## src/rtl/tlb_op_sequencer.sv

```systemverilog
// tlb_op_sequencer: multi-cycle sequencer for TLBP/TLBR/TLBWI/TLBWR between EX-stage decode
// and a single-port synchronous TLB entry array (read data valid one cycle after address).
//   clk/resetn          clock, async active-low reset
//   op_valid/tlb_type   op request ({tlbwr,tlbwi,tlbr,tlbp}); flush aborts any op in flight
//   *_i (CP0)           EntryHi/PageMask/EntryLo0/EntryLo1/Index/Random operands
//   tlb_*_o / tlb_r*_i  array address, write port and read data
//   stall_o, done_o     pipeline hold and 1-cycle completion pulse
//   probe_wen_o/read_wen_o + index_o/entry_hi_o/page_mask_o/entry_lo*_o  CP0 results
//   multi_hit_o         TLBP found >=2 matching entries
// Optional feature macro: TLB_MULTI_HIT_DETECT_EN (full scan with multi-hit detection);
// undefined: TLBP exits on the first hit and multi_hit_o is tied 0.
module tlb_op_sequencer #(
  parameter int unsigned TLB_LINE_NUM = 16,
  parameter int unsigned IDX_W        = 4
) (
  input  logic             clk,
  input  logic             resetn,
  input  logic             op_valid,
  input  logic [3:0]       tlb_type,
  input  logic             flush,
  input  logic [31:0]      entry_hi_i,
  input  logic [31:0]      page_mask_i,
  input  logic [31:0]      entry_lo0_i,
  input  logic [31:0]      entry_lo1_i,
  input  logic [31:0]      index_i,
  input  logic [31:0]      random_i,
  output logic [IDX_W-1:0] tlb_idx_o,
  output logic             tlb_we_o,
  output logic [18:0]      tlb_wvpn2_o,
  output logic [7:0]       tlb_wasid_o,
  output logic [15:0]      tlb_wmask_o,
  output logic             tlb_wg_o,
  output logic [31:0]      tlb_wlo0_o,
  output logic [31:0]      tlb_wlo1_o,
  input  logic [18:0]      tlb_rvpn2_i,
  input  logic [7:0]       tlb_rasid_i,
  input  logic [15:0]      tlb_rmask_i,
  input  logic             tlb_rg_i,
  input  logic [31:0]      tlb_rlo0_i,
  input  logic [31:0]      tlb_rlo1_i,
  output logic             stall_o,
  output logic             done_o,
  output logic             probe_wen_o,
  output logic             read_wen_o,
  output logic [31:0]      index_o,
  output logic [31:0]      entry_hi_o,
  output logic [31:0]      page_mask_o,
  output logic [31:0]      entry_lo0_o,
  output logic [31:0]      entry_lo1_o,
  output logic             multi_hit_o
);

  typedef enum logic [2:0] {StIdle, StProbe, StRead, StRwait, StWrite, StDone} state_e;
  typedef enum logic [1:0] {OpProbe, OpRead, OpWrite} op_e;

  state_e           state_q, state_d;
  op_e              op_q, op_d;
  logic [IDX_W:0]   cnt_q, cnt_d;
  logic [IDX_W-1:0] idx_q, idx_d;
  logic [18:0]      vpn2_q, vpn2_d;
  logic [7:0]       asid_q, asid_d;
  logic [15:0]      mask_q, mask_d;
  logic [31:0]      lo0_q, lo0_d, lo1_q, lo1_d;
  logic [31:0]      index_q, index_d, rd_hi_q, rd_hi_d, rd_pm_q, rd_pm_d;
  logic [31:0]      rd_lo0_q, rd_lo0_d, rd_lo1_q, rd_lo1_d;
`ifdef TLB_MULTI_HIT_DETECT_EN
  logic             hit_q, hit_d, multi_q, multi_d;
  logic [IDX_W-1:0] hit_idx_q, hit_idx_d;
`endif

  logic             accept, match, cmp_valid, last;
  logic [IDX_W-1:0] cmp_idx;
  logic             unused_inputs;

  assign unused_inputs = ^{entry_hi_i[12:8], page_mask_i[31:29], page_mask_i[12:0],
                           index_i, random_i};

  assign accept    = (state_q == StIdle) && op_valid && (|tlb_type) && !flush;
  // Entry j-1 is on the read port while address j is driven.
  assign cmp_valid = (state_q == StProbe) && (cnt_q != '0);
  assign cmp_idx   = IDX_W'(cnt_q - 1'b1);
  assign last      = (cnt_q == (IDX_W+1)'(TLB_LINE_NUM));
  assign match     = (((tlb_rvpn2_i ^ vpn2_q) & ~{3'b0, tlb_rmask_i}) == '0) &&
                     (tlb_rg_i || (tlb_rasid_i == asid_q));

  always_comb begin
    state_d  = state_q;
    op_d     = op_q;
    cnt_d    = cnt_q;
    idx_d    = idx_q;
    vpn2_d   = vpn2_q;
    asid_d   = asid_q;
    mask_d   = mask_q;
    lo0_d    = lo0_q;
    lo1_d    = lo1_q;
    index_d  = index_q;
    rd_hi_d  = rd_hi_q;
    rd_pm_d  = rd_pm_q;
    rd_lo0_d = rd_lo0_q;
    rd_lo1_d = rd_lo1_q;
`ifdef TLB_MULTI_HIT_DETECT_EN
    hit_d     = hit_q;
    multi_d   = multi_q;
    hit_idx_d = hit_idx_q;
`endif
    unique case (state_q)
      StIdle: begin
        if (accept) begin
          vpn2_d = entry_hi_i[31:13];
          asid_d = entry_hi_i[7:0];
          mask_d = page_mask_i[28:13];
          lo0_d  = entry_lo0_i;
          lo1_d  = entry_lo1_i;
          cnt_d  = '0;
          idx_d  = index_i[IDX_W-1:0];
`ifdef TLB_MULTI_HIT_DETECT_EN
          hit_d   = 1'b0;
          multi_d = 1'b0;
`endif
          if (tlb_type[0]) begin
            op_d    = OpProbe;
            state_d = StProbe;
          end else if (tlb_type[1]) begin
            op_d    = OpRead;
            state_d = StRead;
          end else begin
            op_d    = OpWrite;
            state_d = StWrite;
            if (!tlb_type[2]) idx_d = random_i[IDX_W-1:0];
          end
        end
      end
      StProbe: begin
        cnt_d = cnt_q + 1'b1;
`ifdef TLB_MULTI_HIT_DETECT_EN
        if (cmp_valid && match) begin
          if (!hit_q) begin
            hit_d     = 1'b1;
            hit_idx_d = cmp_idx;
          end else begin
            multi_d = 1'b1;
          end
        end
        if (last) begin
          state_d = StDone;
          index_d = hit_d ? {{(32-IDX_W){1'b0}}, hit_idx_d} : 32'h8000_0000;
        end
`else
        if (cmp_valid && match) begin
          state_d = StDone;
          index_d = {{(32-IDX_W){1'b0}}, cmp_idx};
        end else if (last) begin
          state_d = StDone;
          index_d = 32'h8000_0000;
        end
`endif
      end
      StRead:  state_d = StRwait;
      StRwait: begin
        state_d  = StDone;
        rd_hi_d  = {tlb_rvpn2_i, 5'b0, tlb_rasid_i};
        rd_pm_d  = {3'b0, tlb_rmask_i, 13'b0};
        rd_lo0_d = {tlb_rlo0_i[31:1], tlb_rg_i};
        rd_lo1_d = {tlb_rlo1_i[31:1], tlb_rg_i};
      end
      StWrite: state_d = StDone;
      StDone:  state_d = StIdle;
      default: state_d = StIdle;
    endcase
    // Abort: back to idle and leave the CP0 result registers untouched.
    if (flush && state_q != StIdle) begin
      state_d  = StIdle;
      index_d  = index_q;
      rd_hi_d  = rd_hi_q;
      rd_pm_d  = rd_pm_q;
      rd_lo0_d = rd_lo0_q;
      rd_lo1_d = rd_lo1_q;
    end
  end

  always_ff @(posedge clk or negedge resetn) begin
    if (!resetn) begin
      state_q  <= StIdle;
      op_q     <= OpProbe;
      cnt_q    <= '0;
      idx_q    <= '0;
      vpn2_q   <= '0;
      asid_q   <= '0;
      mask_q   <= '0;
      lo0_q    <= '0;
      lo1_q    <= '0;
      index_q  <= '0;
      rd_hi_q  <= '0;
      rd_pm_q  <= '0;
      rd_lo0_q <= '0;
      rd_lo1_q <= '0;
`ifdef TLB_MULTI_HIT_DETECT_EN
      hit_q     <= 1'b0;
      multi_q   <= 1'b0;
      hit_idx_q <= '0;
`endif
    end else begin
      state_q  <= state_d;
      op_q     <= op_d;
      cnt_q    <= cnt_d;
      idx_q    <= idx_d;
      vpn2_q   <= vpn2_d;
      asid_q   <= asid_d;
      mask_q   <= mask_d;
      lo0_q    <= lo0_d;
      lo1_q    <= lo1_d;
      index_q  <= index_d;
      rd_hi_q  <= rd_hi_d;
      rd_pm_q  <= rd_pm_d;
      rd_lo0_q <= rd_lo0_d;
      rd_lo1_q <= rd_lo1_d;
`ifdef TLB_MULTI_HIT_DETECT_EN
      hit_q     <= hit_d;
      multi_q   <= multi_d;
      hit_idx_q <= hit_idx_d;
`endif
    end
  end

  always_comb begin
    tlb_idx_o = '0;
    unique case (state_q)
      StProbe:         tlb_idx_o = cnt_q[IDX_W-1:0];
      StRead, StWrite: tlb_idx_o = idx_q;
      default:         tlb_idx_o = '0;
    endcase
  end

  assign tlb_we_o    = (state_q == StWrite) && !flush;
  assign tlb_wmask_o = mask_q;
  assign tlb_wvpn2_o = vpn2_q & ~{3'b0, mask_q};
  assign tlb_wasid_o = asid_q;
  assign tlb_wg_o    = lo0_q[0] & lo1_q[0];
  assign tlb_wlo0_o  = lo0_q;
  assign tlb_wlo1_o  = lo1_q;

  assign stall_o     = accept || (state_q != StIdle && state_q != StDone);
  assign done_o      = (state_q == StDone) && !flush;
  assign probe_wen_o = done_o && (op_q == OpProbe);
  assign read_wen_o  = done_o && (op_q == OpRead);
  assign index_o     = index_q;
  assign entry_hi_o  = rd_hi_q;
  assign page_mask_o = rd_pm_q;
  assign entry_lo0_o = rd_lo0_q;
  assign entry_lo1_o = rd_lo1_q;
`ifdef TLB_MULTI_HIT_DETECT_EN
  assign multi_hit_o = probe_wen_o && multi_q;
`else
  assign multi_hit_o = 1'b0;
`endif

endmodule

```

## config.mk

```make
export PLATFORM = sky130hd
export DESIGN_NAME = tlb_op_sequencer
export DESIGN_NICKNAME = d
export VERILOG_FILES = /design/src/rtl/tlb_op_sequencer.sv
export SDC_FILE = /design/constraint.sdc
export NUM_CORES = 1
export LEC_CHECK = 0
export BUFFER_PORTS_ARGS = -buffer_cell sky130_fd_sc_hd__buf_2
export CAP_MARGIN = 20
export CORE_AREA = 2 2 227 229
export CTS_CLUSTER_SIZE = 10
export DETAILED_ROUTE_END_ITERATION = 8
export DIE_AREA = 0 0 229 231
export PLACE_DENSITY_LB_ADDON = 0.2
export SYNTH_ARGS = -nofsm -noshare
export SYNTH_HDL_FRONTEND = slang
export SYNTH_SLANG_ARGS = --single-unit
```

## constraint.sdc

```tcl
create_clock -name clk -period 2.25 [get_ports clk]
set_input_delay 0 -clock clk [delete_from_list [all_inputs] [get_ports clk]]
set_output_delay 0 -clock clk [all_outputs]
set_load 0.01 [all_outputs]
```

==> impl_metrics.py, run 1 <==
metrics = {
    "outcome": {
        "status": "completed",
    },
    "sta": {
        "clock_skew_ns": 0.0109,
        "fin_crit_ns": 2.23,
        "rsz0062_at_grt": "true",
        "worst_slew_pin_slew_ns": 0.695,
        "fin_setup_tns_ns": 0,
        "report.final.slew_viol_count": 0,
        "fmax_mhz": 449,
        "hold_viol": 0,
        "setup_viol": 0,
        "post-route-period-util_pct": 99.0,
        "slew_headroom_pct": 53.3,
    },
    "synth": {
        "synth_area_sq_um": 9860,
        "synthXorXnorAreaFrac_pct": 2.67,
        "ys_warn_count": 0,
        "synth-edff-count": 0,
        "yosys.area_share.simple_pct": 4.99,
        "synth_fa_ha_area_share_pct": 0.381,
        "ys_ff_latch": 232,
        "synth_ff_type": "dfrtp_1",
        "synth_cell_types": 40,
        "synth.area.mux_share_pct": 25.3,
        "async_reset_ff_share_pct": 100,
        "netlist_instances": 694,
        "synth-compound-area-share_pct": 2.25,
        "synth_top_family_by_area": "multiplexers",
        "ys_seq_area_share_pct": 58.9,
        "avgSynthCellArea_sq_um": 14.2,
    },
    "cts": {
        "clk_path_buf_depth": 3,
        "path_clk_slew_ns": 0.06,
        "root_buffer": "clkbuf_16",
        "cts_tree": "done",
        "clk_latency_ns": 0.56,
        "cts_max_level": 1,
        "cts_buffers": 30,
        "numClockSinks": 232,
    },
    "route": {
        "drt_pass1_iterations": 4,
        "wirelength_microns": 33200,
        "drc": 0,
        "num_vias": 8013,
        "wl_per_cell_microns": 15.7,
        "drt-vias-per-instance": 3.78,
        "ant_nets": 0,
        "initialDrtViolationCount": 210,
    },
    "global_routing": {
        "gr-total-overflow": 0,
        "grt_pass1_wl_microns": 50100,
        "grt_start_max_net_pins": 63,
        "antenna_found_initial": 2,
        "first_global_vias": 8473,
        "track_usage_pct": 12.2,
    },
    "place": {
        "placed_cell_area_sq_um": 13100,
        "hpwl_microns": 24300,
        "post-place-cells": 1836,
        "place.gp.congestion": 0.739,
        "portBuffers": 457,
    },
    "layout": {
        "fillers": 5196,
        "final_area_sq_um": 16400,
        "final_nets": 1732,
        "stdcell_count": 2118,
        "regArea_sq_um": 5810,
        "most-common-layout-cells": "buf_2 (456), dfrtp_1 (231), dlygate4sd3_1 (228)",
        "area_growth_pct": 66.2,
        "drive_above_1_share_pct": 53.5,
        "layout_commonest_cell": "buf_2",
        "multi_input_area_sq_um": 3710,
    },
    "pwr": {
        "powerDensity_nw_per_um2": 1090,
        "leakagePower_nw": 8.02,
        "vdd_drop_max_mv": 0.720,
    },
    "floorplan": {
        "core_area_sq_um": 50700,
        "pin_count": 586,
        "start_util_pct": 19.5,
        "fp.dieW_microns": 229,
        "dieArea_sq_um": 52900,
        "die_y_microns": 231,
        "rows": 83,
    },
    "setup_path": {
        "arrival_ns": 2.23,
        "end_kind": "primary output",
        "crit_slowest_cell": "or3_4",
        "worstPathCellList": "or3_4 > nor4b_4 > buf_12 > buf_6 > or3_1 > a21o_1 > buf_2",
        "critPathKind": "flop to primary output",
        "path_delay_family": "simple AND/OR/NAND/NOR gates",
        "cp_data_required_time_ns": 2.25,
        "cpPeakStageDelay_ns": 0.41,
        "path_buf_inv": 3,
        "critPathLaunchType": "flop",
        "cp_max_fo": 3,
    },
    "job": {
        "maxCapViolCount": 0,
    },
    "worst_hold_path": {
        "min_path_type": "input pin to flop",
    },
}
[sequential cells by signal, summed over array words and instances (netlist names)]
register	flops
cnt_q	5
entry_hi_o	27
entry_lo0_o	32
entry_lo1_o	31
idx_q	4
index_o	5
op_q	2
page_mask_o	16
state_q	3
tlb_wasid_o	8
tlb_wlo0_o	32
tlb_wlo1_o	32
tlb_wmask_o	16
vpn2_q	19
[cells in the mapped netlist, types with 3 or more instances]
cell type | count | share of area (%)
dfrtp_1 | 232 | 59
o22ai_1 | 6 | 0.38
clkbuf_1 | 10 | 0.38
nor2_1 | 17 | 0.65
ha_1 | 3 | 0.38
a21oi_1 | 8 | 0.41
mux2i_1 | 8 | 0.81
inv_1 | 4 | 0.15
nand3_1 | 3 | 0.15
buf_4 | 53 | 4.0
mux2_2 | 214 | 24
buf_2 | 19 | 0.96
nor4_1 | 5 | 0.32
o21ai_0 | 10 | 0.51
nand2b_1 | 4 | 0.25
nor3_1 | 5 | 0.25
nand2_1 | 16 | 0.61
nor2b_1 | 19 | 1.2
a22oi_1 | 4 | 0.30
xnor2_1 | 21 | 1.9
xor2_1 | 9 | 0.80
[power by group]
part	internal, mW	switching, mW	total [mW]
Sequential	5.81	0.994	6.81
Combinational	3.45	3.06	6.50
Clock	2.80	1.81	4.61
[routing by layer]
metal	up-vias	wire (microns)	share of wire [%]	GRT usage (%)
met5	-	0	0	0
met4	0	703	2.1	3.47
met3	40	1950	5.9	2.71
met2	251	17500	53	22.2
met1	3939	13000	39	14.2
li1	3783	-	-	-
[logic make-up (layout without fill, tap and decap cells)]
logic type / after synthesis / after routing
flip-flops: 232 / 232
AND/OR/NAND/NOR: 84 / 84
other: 1 / 51
multiplexers: 222 / 222
buffers and inverters: 86 / 780
AO/OA/AOI/OAI: 36 / 36
XOR/XNOR: 30 / 30
adder cells (fa/ha/maj): 3 / 3
[timing repair]
action,CTS,global route
gates resized for setup,5,2
hold endpoints to repair,454,0
hold buffers,228,0
setup buffers,5,0
endpoints found under the setup margin,5,84
pin swaps,8,3
[through the flow]
step / power, mW / setup slack, ns / hold slack (ns) / utilization [%]
4_1_cts: 18.3 / -0.0699 / 0.0373 / 32.3
3_3_place_gp: 13.1 / -0.0265 / 0.0108 / 25.8
2_1_floorplan: 10.1 / 0.121 / -0.296 / -
6_report: 17.9 / 0.0221 / 0.0853 / 32.3
5_1_grt: 19.1 / -0.0835 / 0.114 / 32.3
3_5_place_dp: 13.1 / -0.0372 / 0.0184 / 25.8
[final cells by class]
cell class                 count  share of cell area, %
inverter                       4                 0.0917
sequential                   232                   35.4
multi-input combinational    424                   22.7
timing repair buffer         729                   30.8
clock buffer                  42                   5.42
clock inverter                 5                  0.336
antenna                        2                 0.0306
tap                          680                   5.19
[path summary, 6_finish.rpt]
path | from | to | slack [ns] | cells past startpoint
max | state_q[1] | stall_o | 0.02 | 7
min | op_valid | state_q[2] | 0.09 | 5
max reg2reg | state_q[1] | tlb_wmask_o[6] | 0.07 | 6
min reg2reg | entry_lo0_o[1] | entry_lo0_o[1] | 0.50 | 1
max in group asynchronous | resetn | tlb_wasid_o[0] | 0.91 | 4
min in group asynchronous | resetn | entry_lo0_o[13] | 0.57 | 3
[tightest hold or removal path, stage by stage]
cell and delay, ns:
buf_2 0.11, a21oi_1 0.12, nor2_1 0.06, nand3_1 0.14
o21ba_2 0.17
No activity file was read; power rests on OpenSTA's default activity.
==> run 2: changes to the inputs <==
CELL_PAD_IN_SITES_DETAIL_PLACEMENT = 2   (was default)
CELL_PAD_IN_SITES_GLOBAL_PLACEMENT = 2   (was default)
CORE_AREA = 2 2 225 227   (was 2 2 227 229)
DIE_AREA = 0 0 227 229   (was 0 0 229 231)
==> run 2 against run 1 <==
Against the previous run:
- die area down 1.7%
- first-iteration DRC count down 35%
- sequential power up 0.6%
- clock skew up 0.0099 ns
==> impl_metrics.py, run 2 (synthesis gave the netlist of run 1 again) <==
metrics = {
    "layout": {
        "fillers": 5410,
        "fin_util_pct": 33.1,
        "layout_commonest_cell": "buf_2",
        "stdcell_count": 2114,
        "final_nets": 1730,
        "drive_above_1_share_pct": 53.4,
        "area_growth_pct": 66.5,
        "most-common-layout-cells": "buf_2 (455), dfrtp_1 (230), dlygate4sd3_1 (228)",
    },
    "cts": {
        "clk_path_buf_depth": 3,
        "cts_buffers": 30,
        "cts_max_level": 1,
        "path_clk_slew_ns": 0.06,
        "cts_tree": "done",
        "numClockSinks": 232,
        "root_buffer": "clkbuf_16",
        "clk_latency_ns": 0.58,
    },
    "global_routing": {
        "track_usage_pct": 14.9,
        "grt_start_max_net_pins": 72,
        "first_global_vias": 9437,
        "antenna_found_initial": 2,
        "grt_pass1_wl_microns": 58900,
        "gr-total-overflow": 0,
    },
    "setup_path": {
        "critPathLaunchType": "input pin",
        "cp_max_fo": 5,
        "arrival_ns": 2.20,
        "end_kind": "primary output",
        "cp_data_required_time_ns": 2.25,
        "critPathKind": "input pin to primary output",
    },
    "floorplan": {
        "dieArea_sq_um": 52000,
        "fp.dieW_microns": 227,
        "pin_count": 586,
        "core_area_sq_um": 49700,
        "rows": 82,
        "start_util_pct": 19.9,
        "die_y_microns": 229,
    },
    "worst_hold_path": {
        "min_path_type": "input pin to asynchronous set/reset pin",
    },
    "route": {
        "ant_nets": 0,
        "drt_pass1_iterations": 4,
        "initialDrtViolationCount": 137,
        "wirelength_microns": 39500,
        "drc": 0,
        "wl_per_cell_microns": 18.7,
        "num_vias": 8176,
        "drt-vias-per-instance": 3.87,
    },
    "sta": {
        "worst_slew_pin_slew_ns": 0.769,
        "hold_viol": 0,
        "slew_headroom_pct": 48.3,
        "hold_ws_ns": 0.0642,
        "fin_crit_ns": 2.20,
        "clock_skew_ns": 0.0208,
        "fmax_mhz": 454,
        "fin_setup_tns_ns": 0,
        "report.final.slew_viol_count": 0,
        "setup_viol": 0,
        "rsz0062_at_grt": "true",
        "post-route-period-util_pct": 97.8,
    },
    "pwr": {
        "finalPower_mw": 18.3,
        "leakagePower_nw": 8.03,
        "powerDensity_nw_per_um2": 1110,
        "vdd_drop_max_mv": 0.526,
    },
    "outcome": {
        "status": "completed",
    },
    "job": {
        "maxCapViolCount": 0,
    },
    "place": {
        "place.gp.congestion": 0.721,
        "hpwl_microns": 28500,
        "portBuffers": 457,
        "post-place-cells": 1825,
    },
}
-- run 2: final cells by class --
| type | count | area, sq um | area share, % |
|---|---|---|---|
| antenna | 2 | 5.00 | 0.0305 |
| clock buffer | 49 | 892 | 5.43 |
| clock inverter | 4 | 58.8 | 0.358 |
| inverter | 4 | 15.0 | 0.0915 |
| multi-input combinational | 424 | 3730 | 22.7 |
| sequential | 232 | 5810 | 35.4 |
| tap | 672 | 841 | 5.12 |
| timing repair buffer | 727 | 5060 | 30.8 |
-- run 2: worst paths after layout --
| check | endpoint | cells after the start | startpoint | slack, ns |
|---|---|---|---|---|
| setup / recovery | stall_o | 8 | tlb_type[0] | 0.05 |
| hold / removal | tlb_wlo1_o[26] | 3 | resetn | 0.06 |
| setup reg to reg | index_o[2] | 7 | state_q[1] | 0.06 |
| hold reg to reg | tlb_wlo0_o[13] | 1 | tlb_wlo0_o[13] | 0.50 |
| max in group asynchronous | entry_hi_o[13] | 3 | resetn | 1.73 |
| min in group clk | entry_lo1_o[9] | 3 | tlb_rlo1_i[9] | 0.19 |
-- run 2: report_power, final --
group          switching [mW]  internal [mW]
logic                    3.28           3.43
registers                1.04           5.81
clock network            1.89           2.79
total                    6.21           12.0
-- run 2: per-stage QoR --
step | area [sq um] | setup WS, ns
final | 16400 | 0.0488
after global routing | 16400 | -0.0366
after CTS | 16400 | -0.0597
after detailed placement | 13100 | -0.0878
after global placement | 13100 | -0.0889
after floorplan | 10000 | 0.121
-- run 2: what timing repair did --
action	in CTS	in global routing
pin swaps	1	1
hold buffers	229	0
endpoints found under the hold margin	454	0
buffers inserted	2	3
endpoints found under the setup margin	6	14
gates resized for setup	5	5
-- run 2: per-layer routing --
metal	up-vias	routed length (microns)	GRT usage (%)
met1	4120	15100	16.9
met5	-	0	0
met4	0	855	3.31
met2	238	21000	27.4
met3	48	2500	4.18
li1	3770	-	-
-- run 2: worst max-delay path, stage by stage --
cell	delay (ns)
dlygate4sd3_1	0.55
buf_2	0.17
or4_4	0.54
nor4b_4	0.16
buf_4	0.14
or3_1	0.30
a21o_1	0.22
buf_6	0.13
==> run 3: changes to the inputs <==
ABC_AREA = 1   (was default)
CORE_AREA = 2 2 230 232   (was 2 2 225 227)
DIE_AREA = 0 0 232 234   (was 0 0 227 229)
==> run 3 against run 2 <==
Against the previous run:
- the flow now finishes with violations (negative hold slack)
- fmax grew 8.1%
- synthesized cell count rose by 51%
- sequential cell count did not move
- worst hold slack got worse by 0.068 ns
- clock skew fell by 0.0081 ns
- sequential share of layout area increased by 0.46 points
- worst setup slack gained 0.16 ns
- highest routed layer is now met5
==> impl_metrics.py, run 3 <==
metrics = {
    "outcome": {
        "status": "complete, but fails checks",
        "violations": "negative hold slack",
    },
    "layout": {
        "final_nets": 2050,
        "fin_util_pct": 31.2,
        "antennaDiodeCount": 0,
        "drive_above_1_share_pct": 34.8,
        "layout_commonest_cell": "buf_2",
        "fillers": 5919,
        "area_growth_pct": 61.6,
        "most-common-layout-cells": "buf_2 (456), nand2_1 (399), dlygate4sd3_1 (232)",
        "final_area_sq_um": 16200,
        "stdcell_count": 2442,
    },
    "synth": {
        "async_reset_ff_share_pct": 100,
        "synth_ff_type": "dfrtp_1",
        "synth_top_area_cell": "dfrtp_1",
        "synth_cell_types": 34,
        "avgSynthCellArea_sq_um": 9.59,
        "ys_warn_count": 0,
        "synth.most_common_cell": "nand2_1",
        "ys_seq_area_share_pct": 57.9,
        "synth-edff-count": 0,
        "netlist_top_cells_area": "dfrtp_1 (58%), nand2_1 (15%), mux2_2 (8.3%), buf_4 (4.0%), o21ai_0 (2.8%)",
        "synth_top_area_share_pct": 57.9,
        "synth_area_sq_um": 10000,
        "netlist_instances": 1046,
        "synth_commonest_cells": "nand2_1 (399), dfrtp_1 (232), mux2_2 (74), inv_1 (72), o21ai_0 (57)",
        "ys_ff_latch": 232,
    },
    "sta": {
        "clock_skew_ns": 0.0127,
        "slew_headroom_pct": 54.5,
        "worst_slew_pin_slew_ns": 0.682,
        "fin_setup_tns_ns": 0,
        "setup_viol": 0,
        "report.final.slew_viol_count": 0,
        "fmax_mhz": 491,
        "hold_viol": 1,
        "post-route-period-util_pct": 90.5,
        "fin_crit_ns": 2.04,
        "hold_ws_ns": -0.00363,
        "layout_setup_ws_ns": 0.213,
    },
    "floorplan": {
        "fp.dieW_microns": 232,
        "core_area_sq_um": 52000,
        "die_y_microns": 234,
        "start_util_pct": 19.3,
        "dieArea_sq_um": 54300,
        "rows": 84,
        "pin_count": 586,
    },
    "setup_path": {
        "end_kind": "primary output",
        "cp_data_required_time_ns": 2.25,
        "cpMostUsedCell": "nor2_1",
        "critPathKind": "flop to primary output",
        "cpPeakStageDelay_ns": 0.45,
        "arrival_ns": 2.04,
        "worstPathCellList": "nor2_4 > nand2_2 > nor2_1 > o21a_4 > nor2_1 > a31oi_1 > buf_2",
        "cp_max_fo": 6,
        "critPathLaunchType": "flop",
        "crit_slowest_cell": "dfrtp_2",
    },
    "cts": {
        "path_clk_slew_ns": 0.06,
        "root_buffer": "clkbuf_16",
        "clk_path_buf_depth": 3,
        "cts_tree": "done",
        "cts_max_level": 1,
        "clk_latency_ns": 0.57,
        "numClockSinks": 232,
        "cts_buffers": 30,
    },
    "global_routing": {
        "track_usage_pct": 15.1,
        "gr-total-overflow": 0,
        "grt_pass1_wl_microns": 63400,
        "grt_start_max_net_pins": 74,
        "antenna_found_initial": 1,
        "first_global_vias": 10700,
    },
    "pwr": {
        "finalPower_mw": 18.3,
        "powerDensity_nw_per_um2": 1130,
        "leakagePower_nw": 8.80,
        "vdd_drop_max_mv": 0.614,
    },
    "route": {
        "initialDrtViolationCount": 265,
        "drt_pass1_iterations": 4,
        "wl_per_cell_microns": 17.1,
        "ant_nets": 0,
        "wirelength_microns": 41900,
        "num_vias": 9596,
        "drc": 0,
        "drt-vias-per-instance": 3.93,
    },
    "place": {
        "placed_cell_area_sq_um": 12900,
        "portBuffers": 457,
        "post-place-cells": 2161,
        "hpwl_microns": 30200,
        "place_ws_ns": 0.293,
        "place.gp.congestion": 0.762,
    },
    "job": {
        "maxCapViolCount": 0,
    },
    "worst_hold_path": {
        "min_path_type": "input pin to asynchronous set/reset pin",
    },
}
[run 3: worst paths after layout]
check	end	from	slack [ns]	cells after the start
min in group clk	state_q[0]	op_valid	0.10	6
max in group asynchronous	tlb_wlo0_o[31]	resetn	1.37	3
max reg2reg	op_q[1]	state_q[1]	0.26	8
max	stall_o	state_q[1]	0.21	7
min reg2reg	tlb_wlo1_o[24]	tlb_wlo1_o[24]	0.46	2
min	tlb_wlo0_o[29]	resetn	-0.004	2
[run 3: final cells by class]
type	instances	area (sq um)	share of cell area (%)
sequential	232	5810	35.8
multi-input combinational	692	3470	21.4
timing repair buffer	706	4860	30.0
tap	688	861	5.31
inverter	77	292	1.80
clock inverter	7	63.8	0.394
clock buffer	40	850	5.24
[run 3: repair_timing]
| item | 4_1_cts | 5_1_grt |
|---|---|---|
| setup buffers | 0 | 2 |
| setup endpoints to repair | 0 | 2 |
| hold buffers | 232 | 0 |
| hold endpoints to repair | 432 | 0 |
| resized for setup | 0 | 3 |
[run 3: metal layers]
layer / global-route usage [%] / vias to the layer above / share of wire (%)
li1: - / 4542 / -
met3: 4.55 / 55 / 7.3
met2: 26.7 / 311 / 50
met1: 17.7 / 4686 / 40
met4: 3.97 / 2 / 2.4
met5: 0 / - / 0.029
[run 3: cells by family (layout without fill, tap and decap cells)]
| logic type | count (synthesis) | after routing | share of synthesized area, % |
|---|---|---|---|
| xor+xnor | 12 | 12 | 1.05 |
| mux | 74 | 74 | 8.31 |
| other cells | 1 | 49 | 0.0374 |
| fa+ha+maj | 3 | 3 | 0.374 |
| compound gates | 77 | 77 | 4.12 |
| flops | 232 | 232 | 57.9 |
| simple gates | 477 | 477 | 18.8 |
| buf+inv | 170 | 830 | 9.37 |
[run 3: critical path, delay by kind of cell (launching register included)]
kind	cells	cell delay, ns
DFF	1	0.45
AOI/OAI and AO/OA	2	0.39
buffers and inverters	1	0.18
and+or+nand+nor	4	0.46
[run 3: power breakdown]
| part | switching, mW | internal [mW] |
|---|---|---|
| combinational | 3.95 | 2.84 |
| sequential | 1.06 | 5.91 |
| clock | 1.86 | 2.71 |
